==> src/rtl/rs_pkg.sv <==
// Shared constants for the RS(15,11) encoder: field size, code dimensions,
// generator coefficients and FSM state encoding.
package rs_pkg;

    localparam int M    = 4;
    localparam int F    = 'b1001;
    localparam int N    = (1 << M) - 1;
    localparam int K    = 11;
    localparam int NPAR = N - K;

    // g(x) = x^4 + G3 x^3 + G2 x^2 + G1 x + G0, roots alpha^1..alpha^4
    localparam int G0 = 7;
    localparam int G1 = 8;
    localparam int G2 = 12;
    localparam int G3 = 13;

    localparam logic [0:0] ST_DATA   = 1'b0;
    localparam logic [0:0] ST_PARITY = 1'b1;

endpackage

==> src/rtl/rs_encoder_if.sv <==
// Symbol stream bus of the RS encoder: input handshake plus output
// handshake with sop/eop/parity framing flags.
interface rs_encoder_if #(
    parameter int M = rs_pkg::M
);
    logic [M-1:0] in_data;
    logic         in_valid;
    logic         in_ready;
    logic [M-1:0] out_data;
    logic         out_valid;
    logic         out_ready;
    logic         out_sop;
    logic         out_eop;
    logic         out_par;

    modport master (
        output in_data, in_valid, out_ready,
        input  in_ready, out_data, out_valid, out_sop, out_eop, out_par
    );

    modport slave (
        input  in_data, in_valid, out_ready,
        output in_ready, out_data, out_valid, out_sop, out_eop, out_par
    );
endinterface

==> src/rtl/rs_gf_cmul.sv <==
// Multiply a GF(2^M) symbol by the constant C; C is taken in the polynomial
// basis, so the product is the XOR of a*alpha^i over the set bits of C.
module rs_gf_cmul #(
    parameter int M = rs_pkg::M,
    parameter int F = rs_pkg::F,
    parameter int C = 1
) (
    input  logic [M-1:0] a,
    output logic [M-1:0] y
);
    localparam logic [M-1:0] FM = M'(F);

    logic [M-1:0] term;

    always_comb begin
        y    = '0;
        term = a;
        for (int i = 0; i < M; i++) begin
            if (C[i]) y = y ^ term;
            // term * alpha: fold F in when the top bit overflows, wrap msb to bit 0
            term = {term[M-2:0] ^ (FM[M-2:0] & {(M-1){term[M-1]}}), term[M-1]};
        end
    end
endmodule

==> src/rtl/rs_encoder.sv <==
// Systematic RS(15,11) encoder over GF(16): data passes through, then four
// parity symbols from a 4-stage LFSR. Optional feature: RS_ENC_ERR_INJECT_EN.
//
//   state     | meaning
//   ST_DATA   | pass message symbols through and clock them into the LFSR
//   ST_PARITY | shift the four parity symbols out of the LFSR
module rs_encoder #(
    parameter int M = rs_pkg::M,
    parameter int F = rs_pkg::F,
    parameter int K = rs_pkg::K
) (
    input logic clk,
    input logic rst_n,
`ifdef RS_ENC_ERR_INJECT_EN
    input logic         inj_en,
    input logic [M-1:0] inj_pos,
    input logic [M-1:0] inj_val,
`endif
    rs_encoder_if.slave bus
);
    import rs_pkg::G0;
    import rs_pkg::G1;
    import rs_pkg::G2;
    import rs_pkg::G3;
    import rs_pkg::ST_DATA;
    import rs_pkg::ST_PARITY;

    localparam int N    = (1 << M) - 1;
    localparam int NPAR = N - K;

    localparam logic [M-1:0] DATA_LAST = M'(K - 1);
    localparam logic [M-1:0] PAR_LAST  = M'(NPAR - 1);

    logic [0:0]   state;
    logic [M-1:0] cnt;
    logic [M-1:0] r0, r1, r2, r3;
    logic [M-1:0] fb, p0, p1, p2, p3;
    logic [M-1:0] od;
    logic         ov, os, oe, op;
    logic         adv, in_ready_i, xfer;
    logic [M-1:0] sym_err;

    assign adv        = !ov || bus.out_ready;
    assign in_ready_i = (state == ST_DATA) && adv;
    assign xfer       = bus.in_valid && in_ready_i;
    assign fb         = bus.in_data ^ r3;

    rs_gf_cmul #(.M(M), .F(F), .C(G0)) u_mul0 (.a(fb), .y(p0));
    rs_gf_cmul #(.M(M), .F(F), .C(G1)) u_mul1 (.a(fb), .y(p1));
    rs_gf_cmul #(.M(M), .F(F), .C(G2)) u_mul2 (.a(fb), .y(p2));
    rs_gf_cmul #(.M(M), .F(F), .C(G3)) u_mul3 (.a(fb), .y(p3));

`ifdef RS_ENC_ERR_INJECT_EN
    localparam logic [M-1:0] K_OFS = M'(K);

    logic         inj_en_q;
    logic [M-1:0] inj_pos_q, inj_val_q;
    logic         first_sym, eff_en;
    logic [M-1:0] eff_pos, eff_val, idx;

    // Symbol 0 uses the live inj_* inputs; the rest of the codeword the captured copy.
    always_comb begin
        first_sym = (state == ST_DATA) && (cnt == '0);
        eff_en    = first_sym ? inj_en  : inj_en_q;
        eff_pos   = first_sym ? inj_pos : inj_pos_q;
        eff_val   = first_sym ? inj_val : inj_val_q;
        idx       = (state == ST_PARITY) ? cnt + K_OFS : cnt;
        sym_err   = (eff_en && (eff_pos == idx)) ? eff_val : '0;
    end

    always_ff @(posedge clk or negedge rst_n) begin
        if (!rst_n) begin
            inj_en_q  <= 1'b0;
            inj_pos_q <= '0;
            inj_val_q <= '0;
        end else if (xfer && (cnt == '0)) begin
            inj_en_q  <= inj_en;
            inj_pos_q <= inj_pos;
            inj_val_q <= inj_val;
        end
    end
`else
    assign sym_err = '0;
`endif

    always_ff @(posedge clk or negedge rst_n) begin
        if (!rst_n) begin
            state <= ST_DATA;
            cnt   <= '0;
            r0    <= '0;
            r1    <= '0;
            r2    <= '0;
            r3    <= '0;
            od    <= '0;
            ov    <= 1'b0;
            os    <= 1'b0;
            oe    <= 1'b0;
            op    <= 1'b0;
        end else if (state == ST_DATA) begin
            if (xfer) begin
                od <= bus.in_data ^ sym_err;
                ov <= 1'b1;
                op <= 1'b0;
                os <= (cnt == '0);
                oe <= 1'b0;
                r3 <= r2 ^ p3;
                r2 <= r1 ^ p2;
                r1 <= r0 ^ p1;
                r0 <= p0;
                if (cnt == DATA_LAST) begin
                    state <= ST_PARITY;
                    cnt   <= '0;
                end else begin
                    cnt <= cnt + 1'b1;
                end
            end else if (adv) begin
                ov <= 1'b0;
            end
        end else if (adv) begin
            od <= r3 ^ sym_err;
            ov <= 1'b1;
            op <= 1'b1;
            os <= 1'b0;
            oe <= (cnt == PAR_LAST);
            r3 <= r2;
            r2 <= r1;
            r1 <= r0;
            r0 <= '0;
            if (cnt == PAR_LAST) begin
                state <= ST_DATA;
                cnt   <= '0;
                r3    <= '0;
                r2    <= '0;
                r1    <= '0;
            end else begin
                cnt <= cnt + 1'b1;
            end
        end
    end

    assign bus.in_ready  = in_ready_i;
    assign bus.out_data  = od;
    assign bus.out_valid = ov;
    assign bus.out_sop   = os;
    assign bus.out_eop   = oe;
    assign bus.out_par   = op;

endmodule

==> src/flat_wrapper.sv <==
// flat-port wrapper written by rule: the top's interface ports become plain ports
module rs_encoder_flat import rs_pkg::G0; import rs_pkg::G1; import rs_pkg::G2; import rs_pkg::G3; import rs_pkg::ST_DATA; import rs_pkg::ST_PARITY;
#(
    parameter int M = rs_pkg::M,
    parameter int F = rs_pkg::F,
    parameter int K = rs_pkg::K
)
  (clk, rst_n, bus_in_data, bus_in_valid, bus_out_ready, bus_in_ready, bus_out_data, bus_out_valid, bus_out_sop, bus_out_eop, bus_out_par);
  rs_encoder_if #(.M(M)) bus_i ();
  input logic clk;
  input logic rst_n;
  input wire logic [$bits(bus_i.in_data)-1:0] bus_in_data;
  input wire logic [$bits(bus_i.in_valid)-1:0] bus_in_valid;
  input wire logic [$bits(bus_i.out_ready)-1:0] bus_out_ready;
  output wire logic [$bits(bus_i.in_ready)-1:0] bus_in_ready;
  output wire logic [$bits(bus_i.out_data)-1:0] bus_out_data;
  output wire logic [$bits(bus_i.out_valid)-1:0] bus_out_valid;
  output wire logic [$bits(bus_i.out_sop)-1:0] bus_out_sop;
  output wire logic [$bits(bus_i.out_eop)-1:0] bus_out_eop;
  output wire logic [$bits(bus_i.out_par)-1:0] bus_out_par;
  assign bus_i.in_data = bus_in_data;
  assign bus_i.in_valid = bus_in_valid;
  assign bus_i.out_ready = bus_out_ready;
  assign bus_in_ready = bus_i.in_ready;
  assign bus_out_data = bus_i.out_data;
  assign bus_out_valid = bus_i.out_valid;
  assign bus_out_sop = bus_i.out_sop;
  assign bus_out_eop = bus_i.out_eop;
  assign bus_out_par = bus_i.out_par;
  rs_encoder #(.M(M), .F(F), .K(K)) u_core (.clk(clk), .rst_n(rst_n), .bus(bus_i));
endmodule
==> config.mk <==
export PLATFORM = sky130hd
export DESIGN_NAME = rs_encoder_flat
export DESIGN_NICKNAME = d
export VERILOG_FILES = /design/src/rtl/rs_pkg.sv /design/src/rtl/rs_encoder_if.sv /design/src/rtl/rs_gf_cmul.sv /design/src/rtl/rs_encoder.sv /design/src/flat_wrapper.sv
export SDC_FILE = /design/constraint.sdc
export NUM_CORES = 1
export LEC_CHECK = 0
export ABC_AREA = 1
export CORE_ASPECT_RATIO = 1.1
export CORE_MARGIN = 1.5
export CORE_UTILIZATION = 30
export CTS_BUF_LIST = sky130_fd_sc_hd__clkbuf_16
export DETAILED_ROUTE_END_ITERATION = 6
export GPL_TIMING_DRIVEN = 0
export PLACE_DENSITY = 0.6
export SYNTH_ARGS = -nofsm -noshare
export SYNTH_HDL_FRONTEND = slang
export SYNTH_SLANG_ARGS = --single-unit
export TNS_END_PERCENT = 20
==> constraint.sdc <==
create_clock -name clk -period 1.3 [get_ports clk]
set_clock_uncertainty 0.2 [all_clocks]
set_input_delay 0.39 -clock clk [delete_from_list [all_inputs] [get_ports clk]]
set_output_delay 0.39 -clock clk [all_outputs]
set_load 0.01 [all_outputs]
==> reports/qor.yml <==
cts_tree: "built"
total_leakage_power_nw: 1.13
max_clock_freq_mhz: 585
pin_count: 17
worstMarginPinSlew_ns: 0.669
worstPathArrival_ns: 1.12
critPathRequiredTime_ns: 0.71
synth.distinct_cells: 27
die_width_um: 74.7
swShare_pct: 43.5
clk_pin_slew_ns: 0.05
syn_nets: 246
first_pass_iters: 4
rsz0062_at_grt: "true"
totalWireLength_um: 4420
clkSinkCount: 29
grt_overflow_total: 0
seq_area_frac_synth_pct: 42.7
grt_pass1_vias: 1636
grtUsageTotal_pct: 16.7
internal_power_mw: 3.31
syn_avg_cell_area_sq_um: 7.26
gp_congestion: 0.862
fin_crit_sh_pct: 132
ir_worst_vdd_uv: 837
num-fill-cells: 576
comb_power_share_pct: 53.3
status: "finished with violations"
vias: 1618
switching_power_mw: 2.55
start_kind: "flip-flop"
dieArea_sq_mm: 0.00612
violations: "negative hold slack, negative setup slack"
p_clk_share_pct: 18.6
layout_common_cells: "nand2_1, dfrtp_1, inv_1, nand3_1, buf_4"
power_density_mw_per_mm2: 2610
pre_cts_ws_ns: -1.01
ys_warn_count: 0
setup_tns_ns: -9.40
hold_viol_final: 29
cp_slowest_cell: "dfrtp_1"
path_cells: "inv_1 -> or2_4 -> inv_2 -> nor2_1 -> buf_2"
initial_core_util_pct: 31.3
hpwl_um: 2940
rows: 28
die_h_um: 81.9
htreeDepth: 2
areaGrowthSynthToFinish_pct: 32.2
grt_max_degree: 30
layout_commonest_cell: "nand2_1"
portBuffers: 16
setup.worst_path.class: "reg -> out"
setup_ws_ns: -0.410
clock_latency_ns: 0.27
routedWlPerCell_um: 12.9
path_max_fanout: 2
synth_area_sq_mm: 0.00170
final_util_pct: 41.3
cts_root_buf: "clkbuf_16"
antenna_found_initial: 0
cp-end-kind: "primary output"
maxSlewHeadroom_pct: 55.4
core-area_sq_mm: 0.00543
ys_seq_elements: 29
drc_errors: 0
drtAntennaViolNets: 0
grt_pass1_wl_um: 7710
clock_path_buffers: 2
drtIter0Drc: 86
critPathMaxStageDelay_ns: 0.36
maxSlewViolCount: 0
hp-class: "in -> async"
insertedDiodeCount: 0
vias_per_cell: 4.72
cts-buffers-inserted: 5
hold_ws_ns: -0.0617
synthCells: 234
min_period_ns: 1.71
nNetsFinal: 279
drive_above_1_share_pct: 23.9
drv_cap: 0
pwr-share-seq_pct: 28.2
finalSetupViolCount: 38
-- sequential cells by signal (all words and copies together) (netlist names) --
| name | cells |
|---|---|
| u_core.cnt | 4 |
| u_core.bus.out_sop | 1 |
| u_core.r0 | 4 |
| u_core.r3 | 4 |
| u_core.bus.out_eop | 1 |
| u_core.bus.out_valid | 1 |
| u_core.r1 | 4 |
| u_core.bus.out_data | 4 |
| u_core.bus.out_par | 1 |
| u_core.state | 1 |
| u_core.r2 | 4 |
-- metrics by stage --
step | cells | area (sq um) | total power [mW]
after floorplan | 234 | 1710 | 3.52
after global placement | 325 | 1960 | 4.30
after detailed placement | 325 | 1950 | 4.35
after CTS | 340 | 2180 | 5.71
after global routing | 343 | 2240 | 6.42
final | 343 | 2240 | 5.86
-- repair_timing --
| action | 4_1_cts | 5_1_grt |
|---|---|---|
| endpoints found under the hold margin | 29 | 0 |
| pin swaps | 4 | 1 |
| gates resized for setup | 66 | 23 |
| gates cloned | 1 | 0 |
| buffers inserted | 6 | 3 |
| setup endpoints to repair | 38 | 38 |
-- metal layers --
metal	wire length [um]	global-route usage [%]
met1	2000	20.3
met2	2190	28.5
met3	151	3.56
met4	85	6.91
met5	0	0
-- power groups by stage --
stage / clock network, mW / logic [mW] / registers [mW]
after floorplan: 0 / 1.85 / 1.67
after global placement: 0 / 2.63 / 1.66
after detailed placement: 0 / 2.67 / 1.68
after CTS: 1.11 / 2.94 / 1.65
after global routing: 1.16 / 3.53 / 1.72
final: 1.09 / 3.12 / 1.65
-- logic make-up after synthesis --
group           synth area share [%]
compound gates                  10.1
fa+ha+maj                       2.95
flops                           42.7
buf+inv                         9.21
xor+xnor                        4.05
simple gates                    31.0
-- worst max-delay path: cells and delay by family (launching register included) --
family | cells | cell delay [ns]
buf+inv | 3 | 0.22
flops | 1 | 0.36
simple gates | 2 | 0.26
-- Yosys cell counts --
library cell / number / area, sq um
buf_4: 1 / 7.51
o21bai_1: 1 / 7.51
nor2_2: 1 / 6.26
nand4_1: 2 / 12.5
nand3_1: 25 / 125
nor2_1: 12 / 45.0
xor2_1: 3 / 26.3
inv_2: 4 / 15.0
o221ai_1: 1 / 8.76
a21oi_1: 1 / 5.00
o21ai_0: 21 / 105
ha_1: 4 / 50.1
nand2_1: 78 / 293
o21ai_1: 1 / 5.00
xnor2_2: 1 / 16.3
dfrtp_1: 29 / 726
buf_6: 1 / 11.3
nor3_1: 2 / 10.0
xnor2_1: 3 / 26.3
or2_4: 1 / 8.76
a31oi_1: 4 / 25.0
inv_1: 28 / 105
clkbuf_1: 2 / 7.51
o21ai_2: 1 / 8.76
buf_2: 2 / 10.0
o22ai_1: 1 / 6.26
nand2_2: 4 / 25.0
-- path summary, 6_finish.rpt --
check                                            startpoint  cells past startpoint  slack [ns]                        endpoint
max in group asynchronous                             rst_n                      1        0.47          u_core.state$_DFF_PN0_
max reg2reg                u_core.bus.out_valid$_DFFE_PN0P_                     10       -0.37        u_core.r2[0]$_DFFE_PN0P_
max                        u_core.bus.out_valid$_DFFE_PN0P_                      5       -0.41                    bus_in_ready
min in group clk             u_core.bus.out_sop$_DFFE_PN0P_                      2        0.28  u_core.bus.out_sop$_DFFE_PN0P_
min reg2reg                  u_core.bus.out_sop$_DFFE_PN0P_                      2        0.28  u_core.bus.out_sop$_DFFE_PN0P_
min                                                   rst_n                      1       -0.06  u_core.bus.out_sop$_DFFE_PN0P_
-- area by class of cell --
class                   instances  area, sq um  area share (%)
plain buffers                   6         71.3            3.18
clock inverters                 3         12.5           0.557
flip-flops and latches         29          727            32.4
clock buffers                   5          125            5.57
well taps                      75         93.8            4.18
inverters                      32          125            5.57
multi-input cells             167          905            40.3
repair buffers                 26          185            8.25
Power figures use the tool's default switching activity.
